$ cat src/rtl/accum_pkg.sv
// Shared types for the multi-operand accumulator.
package accum_pkg;

    typedef enum logic [1:0] {
        IDLE  = 2'd0,
        ACCUM = 2'd1,
        DONE  = 2'd2
    } accum_state_t;

endpackage

$ cat src/rtl/adder_nbit.sv
// Combinational ripple carry adder; overflow is the carry-out of the MSB.
module adder_nbit #(
    parameter int NUM_BITS = 4
) (
    input  logic [NUM_BITS-1:0] a,
    input  logic [NUM_BITS-1:0] b,
    input  logic                carry_in,
    output logic [NUM_BITS-1:0] sum,
    output logic                overflow
);

    logic [NUM_BITS:0] carry;

    assign carry[0] = carry_in;

    for (genvar i = 0; i < NUM_BITS; i++) begin : g_bit
        assign sum[i]       = a[i] ^ b[i] ^ carry[i];
        assign carry[i + 1] = (a[i] & b[i]) | (carry[i] & (a[i] ^ b[i]));
    end

    assign overflow = carry[NUM_BITS];

endmodule

$ cat src/rtl/accumulator_nbit.sv
// Sums NUM_SAMPLES unsigned operands through one ripple adder and presents
// the wrapped total plus a sticky carry-out flag over a valid/ready port.
module accumulator_nbit
    import accum_pkg::*;
#(
    parameter int NUM_BITS    = 4,
    parameter int NUM_SAMPLES = 4
) (
    input  logic                clk,
    input  logic                rst,
    input  logic                start,
    input  logic                in_valid,
    input  logic [NUM_BITS-1:0] in_data,
    output logic                in_ready,
    input  logic                out_ready,
    output logic                out_valid,
    output logic [NUM_BITS-1:0] out_sum,
    output logic                out_overflow,
    output logic                busy
);

    localparam int            CW   = $clog2(NUM_SAMPLES + 1);
    localparam logic [CW-1:0] LAST = CW'(NUM_SAMPLES - 1);

    accum_state_t          state_q, state_d;
    logic [NUM_BITS-1:0]   acc_q, acc_d;
    logic [CW-1:0]         count_q, count_d;
    logic                  sticky_q, sticky_d;

    logic [NUM_BITS-1:0]   add_sum;
    logic                  add_ovf;
    logic                  in_accept;

    adder_nbit #(.NUM_BITS(NUM_BITS)) u_adder (
        .a        (acc_q),
        .b        (in_data),
        .carry_in (1'b0),
        .sum      (add_sum),
        .overflow (add_ovf)
    );

    // Decoded straight from the state flop so in_ready never depends on in_valid.
    assign in_ready     = (state_q == ACCUM);
    assign out_valid    = (state_q == DONE);
    assign busy         = (state_q != IDLE);
    assign out_sum      = out_valid ? acc_q : '0;
    assign out_overflow = out_valid & sticky_q;
    assign in_accept    = in_valid & in_ready;

    always_comb begin
        state_d  = state_q;
        acc_d    = acc_q;
        count_d  = count_q;
        sticky_d = sticky_q;
        unique case (state_q)
            IDLE: begin
                if (start) begin
                    state_d  = ACCUM;
                    acc_d    = '0;
                    count_d  = '0;
                    sticky_d = 1'b0;
                end
            end
            ACCUM: begin
                if (in_accept) begin
                    acc_d    = add_sum;
                    sticky_d = sticky_q | add_ovf;
                    count_d  = count_q + CW'(1);
                    if (count_q == LAST) state_d = DONE;
                end
            end
            DONE: begin
                if (out_ready) state_d = IDLE;
            end
            default: state_d = IDLE;
        endcase
    end

    always_ff @(posedge clk or posedge rst) begin
        if (rst) begin
            state_q  <= IDLE;
            acc_q    <= '0;
            count_q  <= '0;
            sticky_q <= 1'b0;
        end else begin
            state_q  <= state_d;
            acc_q    <= acc_d;
            count_q  <= count_d;
            sticky_q <= sticky_d;
        end
    end

endmodule

$ cat config.mk
export PLATFORM = sky130hd
export DESIGN_NAME = accumulator_nbit
export DESIGN_NICKNAME = d
export VERILOG_FILES = /design/src/rtl/accum_pkg.sv /design/src/rtl/adder_nbit.sv /design/src/rtl/accumulator_nbit.sv
export SDC_FILE = /design/constraint.sdc
export NUM_CORES = 1
export LEC_CHECK = 0
export ABC_AREA = 1
export CORE_MARGIN = 2
export CORE_UTILIZATION = 40
export DETAILED_ROUTE_END_ITERATION = 10
export GPL_TIMING_DRIVEN = 0
export PLACE_DENSITY = 0.71
export SETUP_SLACK_MARGIN = 0.3
export SKIP_LAST_GASP = 1
export SYNTH_ARGS = -nofsm -noshare
export SYNTH_HDL_FRONTEND = slang
export SYNTH_SLANG_ARGS = --single-unit
export TNS_END_PERCENT = 100
$ cat constraint.sdc
create_clock -name clk -period 2 [get_ports clk]
set_input_delay 0.4 -clock clk [delete_from_list [all_inputs] [get_ports clk]]
set_output_delay 0.4 -clock clk [all_outputs]
set_load 0.01 [all_outputs]
* Word-level counts from Yosys, hierarchy flattened *
Cells that the tools add are included.
W data, S select, Z words.

storage, ports and cells
  output and inout bits = 8
  word-level logic and storage cells = 52
  register bits after elaboration = 10
  bits of input ports = 9

operators by class
  muxes and demuxes = 15
  equality and inequality tests = 7
  add/subtract/negate cells = 1
  reductions and logical operators = 5
  bitwise logic cells = 20

operators by type and width
  cell                   number
  $mux W4                3
  $and A1 B1 Y1          9
  $mux W2                4
  $pmux W4 S2            1
  $xor A1 B1 Y1          7
  $mux W3                2
  $pmux W2 S3            1
  $pmux W3 S2            1
  $ne A2 B1 Y1 const B   2
  $ne A2 B2 Y1 const B   2
  $or A1 B1 Y1           4
  $reduce_and A4 Y1      1
  $reduce_bool A2 Y1     2
  $add A3 B1 Y3 const B  1
  $eq A3 B2 Y1 const B   1
  $reduce_and A3 Y1      1
  $eq A2 B1 Y1 const B   1
  $eq A2 B2 Y1 const B   1
  $logic_not A2 Y1       1
  $mux W1                2
  $pmux W1 S2            1

* Logic depth before layout (Yosys ltp) *
  depth in word-level cells = 10
  mapped depth = 10
  depth with buffers taken out = 10

* Cells and area by module *
A second synthesis with hierarchy kept.

unflattened totals
  cells, all modules = 83
  area total of the unflattened synthesis = 640.6 µm²

modules (own cells, without submodules)
  module            cells an instance  sequential area each (µm²)  area an instance (µm²)  instances
  accumulator_nbit  69                 250.2                       523.0                   1
  adder_nbit        14                 0.0                         117.6                   1

* Worst setup path after synthesis *
No wires, ideal clock.

  path type = input to register
  from = in in_data[0]
  to = reg acc_q[3]
  path buffers = 0
  stages on the path = 10
  required time = 1.873 ns
  slack = 0.115 ns
  arrival = 1.758 ns
  setup time = 0.127 ns
  cell sequence = ha_1 inv_1 fa_1 inv_1 fa_1 inv_1 fa_1 inv_1 nand2_1 o21ai_0

between the ends
  word-level cells in the longest chain between the ends = 8

RTL lines
  element                      RTL line                source
  start: declaration           accumulator_nbit.sv:13  input logic [NUM_BITS-1:0] in_data,
  $and A1 B1 Y1 (2 in series)  adder_nbit.sv:18        assign carry[i + 1] = (a[i] & b[i]) | (carry[i] & (a[i] ^ b[i]));
  $or A1 B1 Y1                 adder_nbit.sv:18
  $and A1 B1 Y1                adder_nbit.sv:18
  $or A1 B1 Y1                 adder_nbit.sv:18
  $xor A1 B1 Y1                adder_nbit.sv:17        assign sum[i] = a[i] ^ b[i] ^ carry[i];
  $mux W4                      accumulator_nbit.sv:65  if (in_accept) begin
  $pmux W4 S2                  accumulator_nbit.sv:55  unique case (state_q)
  end signal: assignment       accumulator_nbit.sv:82  acc_q <= '0;
  end signal: assignment       accumulator_nbit.sv:87  acc_q <= acc_d;
  end: declaration             accumulator_nbit.sv:26  logic [NUM_BITS-1:0] acc_q, acc_d;

Every way passes these cells. The select of a mux whose other input is x is not followed.
A chain may end at the register's enable or synchronous reset.

* Final worst setup path *
  from = reg acc_q[0]
  to = reg acc_q[3]

between the ends
  word-level cells in the longest chain between the ends = 8

RTL lines
  element                      RTL line
  $and A1 B1 Y1 (2 in series)  adder_nbit.sv:18
  $or A1 B1 Y1                 adder_nbit.sv:18
  $and A1 B1 Y1                adder_nbit.sv:18
  $or A1 B1 Y1                 adder_nbit.sv:18
  $xor A1 B1 Y1                adder_nbit.sv:17
  $mux W4                      accumulator_nbit.sv:65
  $pmux W4 S2                  accumulator_nbit.sv:55

Every way passes these cells. The select of a mux whose other input is x is not followed.

==> flow_metrics.tcl <==
set metrics [dict create \
    drv_slew 0 \
    p_leak_uw 0.000461 \
    die_h_um 43.4 \
    ir_worst_vdd_v 0.000714 \
    status "finished, final reports clean" \
    topRoutingLayerUsed "met4" \
    setup_tns_ns 0 \
    wl_met3_um 61 \
    dp_hpwl_um 890 \
    cp-end-kind "flip-flop" \
    cts.path.max_buffers 2 \
    drv_cap 0 \
    routabilityCongestion 0.810 \
    worst_clock_skew_ns 0.000402 \
    nFillCells 149 \
    rsz0062_at_grt "yes" \
    die_area_um2 1880 \
    drtIter0Drc 0 \
    grt-ovfl-total 0 \
    fin_cells 119 \
    worst_pin_slew_ns 0.377 \
    hold_buffers 0 \
    p_clk_frac 0.176 \
    synth.net_count 95 \
    core_area_um2 1470 \
    synth_top_area_share 0.404 \
    netlist_instances 80 \
    postLayoutCellArea_um2 856 \
    antenna_found_initial 0 \
    p_sw_uw 420 \
    seqPwrFrac 0.316 \
    totalWireLength_mm 1.15 \
    max_freq_ghz 0.526 \
    layout-drive-gt1-share 0.252 \
    multi_input_area_um2 297 \
    finalWorstPathRequiredPeriod_ns 1.90 \
    worstSkewPairLatency_ns 0.26 \
    p_sw_frac 0.410 \
    finalHoldViolCount 0 \
    worst_ep_arrival_time_ns 2.05 \
    maxSlewHeadroom 0.748 \
    port_buffers 16 \
    cts.sinks 10 \
    groute.usage.overall 0.143 \
    setup_viol 0 \
    synth_cell_types 14 \
    wl_per_cell_um 9.62 \
    start_util 0.421 \
    diodes 0 \
    p_int_uw 605 \
    crit_type "reg2reg" \
    place_area_um2 805 \
    period_share 0.951 \
    power.density_nw_per_um2 1200 \
    seq_area_frac_synth 0.404 \
    p_comb_frac 0.508 \
    cts-root-buf "clkbuf_4" \
    cts_buffers 3 \
    wl_met1_um 529 \
    row_count 14 \
    vias 526 \
    cts.clk_slew.worst_paths_ns 0.06 \
    synth_area_leaders "dfrtp_1 40%, inv_1 15%, fa_1 9.7%" \
    grt_pass1_wl_mm 1.95 \
    fin_util 0.582 \
    pin_count 17 \
    ant_nets 0 \
    die_w_um 43.4 \
    synth-seq-cells 10 \
    yosysWarnings 0 \
    p_total_uw 1020 \
    syn_avg_cell_area_um2 7.74 \
    h-tree-depth 1 \
    synthToLayoutAreaGrowth_pct 38.2 \
    grt_pass1_vias 505 \
    dp.cells 112 \
    route.met2.wl_um 548 \
    nNetsFinal 119 \
    cts_tree "built" \
    ff_latch_area_um2 250 \
    grt_max_degree 11 \
    synth_area_um2 619 \
    crit_path_max_fanout 2 \
    drtPass1Iterations 1 \
    crit_path_start_kind "flip-flop" \
    drc 0 \
    synth_area_leader_cell "dfrtp_1" \
    vias_per_cell 4.42 \
    hold_class "in2async" \
    cp.required_ns 2.15 \
]
## synthesized netlist by cell type
library cell / n
inv_1: 24
nand2_1: 16
dfrtp_1: 10
nor2_1: 8
o21ai_0: 8
fa_1: 3
ha_1: 3
nor2_2: 2
a21oi_1: 1
inv_2: 1
nand2_2: 1
nand3_1: 1
nand3b_1: 1
nor2_4: 1
## path summary, 6_finish.rpt
path / end / slack, ns / depth (start not counted) / start
worst max-delay path: acc_q[3] / 0.1 / 10 / acc_q[0]
worst min-delay path: acc_q[1] / 0.41 / 2 / rst
worst max register to register: acc_q[3] / 0.1 / 10 / acc_q[0]
worst min register to register: count_q[1] / 0.51 / 2 / count_q[1]
max in group asynchronous: acc_q[2] / 1.32 / 2 / rst
min in group clk: count_q[1] / 0.51 / 2 / count_q[1]
## metal layers
layer | track usage | vias to the layer above
met4 | 0.0424 | 0
met3 | 0.0833 | 2
li1 | - | 280
met2 | 0.218 | 9
met1 | 0.171 | 235
met5 | 0 | -
## placed cells by master, fill, tap and decap left out
cell type	n
buf_4	3
a21oi_2	1
clkbuf_4	3
o21ai_0	6
dfrtp_1	10
nand3_1	1
ha_2	1
nand2_2	2
nor2_2	2
inv_1	20
nand2_1	15
o21ai_1	2
clkdlybuf4s15_1	3
nor2_4	2
clkbuf_2	4
ha_1	2
nor2_1	7
fa_2	2
inv_2	5
fa_1	1
clkdlybuf4s50_1	6
dlygate4sd2_1	3
nand3b_1	1
clkbuf_8	1
## what timing repair did
item / in CTS / in global routing
endpoints found under the hold margin: 0 / 0
setup buffers: 2 / 1
gates resized for setup: 16 / 15
setup endpoints to repair: 11 / 10
pin swaps: 6 / 3
## layout make-up
type,count,area share
Inverter,25,0.110
Timing Repair Buffer,19,0.186
Sequential cell,10,0.292
Tap cell,16,0.0234
Clock buffer,4,0.0424
Multi-Input combinational cell,45,0.346
## cells by family (layout without fill, tap and decap cells)
kind of cell / after synthesis / count (layout) / share of synthesized area
simple gates: 30 / 30 / 0.214
buf+inv: 25 / 48 / 0.152
flops: 10 / 10 / 0.404
compound gates: 9 / 9 / 0.0727
fa+ha+maj: 6 / 6 / 0.158
## critical path: stages (launching register included)
cell     delay, ns
dfrtp_1       0.35
ha_2          0.17
inv_2         0.03
fa_2          0.33
inv_2         0.06
fa_2          0.18
inv_2         0.04
fa_1          0.47
inv_1         0.04
nand2_1       0.05
o21ai_1       0.06
## through the flow
stage / setup WS, ns / hold slack [ns]
2_1_floorplan: 0.130 / 0.240
3_3_place_gp: -0.383 / 0.486
3_5_place_dp: -0.428 / 0.490
4_1_cts: 0.0273 / 0.420
5_1_grt: -0.00442 / 0.449
6_report: 0.0986 / 0.409
## flip-flops by register name, indices dropped and copies added (netlist names)
signal	flops
count_q	3
sticky_q	1
state_q	2
acc_q	4
## power by group through the flow
stage / clock network, uW / logic (uW) / registers [uW]
floorplan: 0 / 313 / 326
global placement: 0 / 454 / 334
detailed placement: 0 / 471 / 336
CTS: 186 / 496 / 319
global route: 197 / 592 / 332
finish: 180 / 521 / 324
Power figures use the tool's default switching activity.
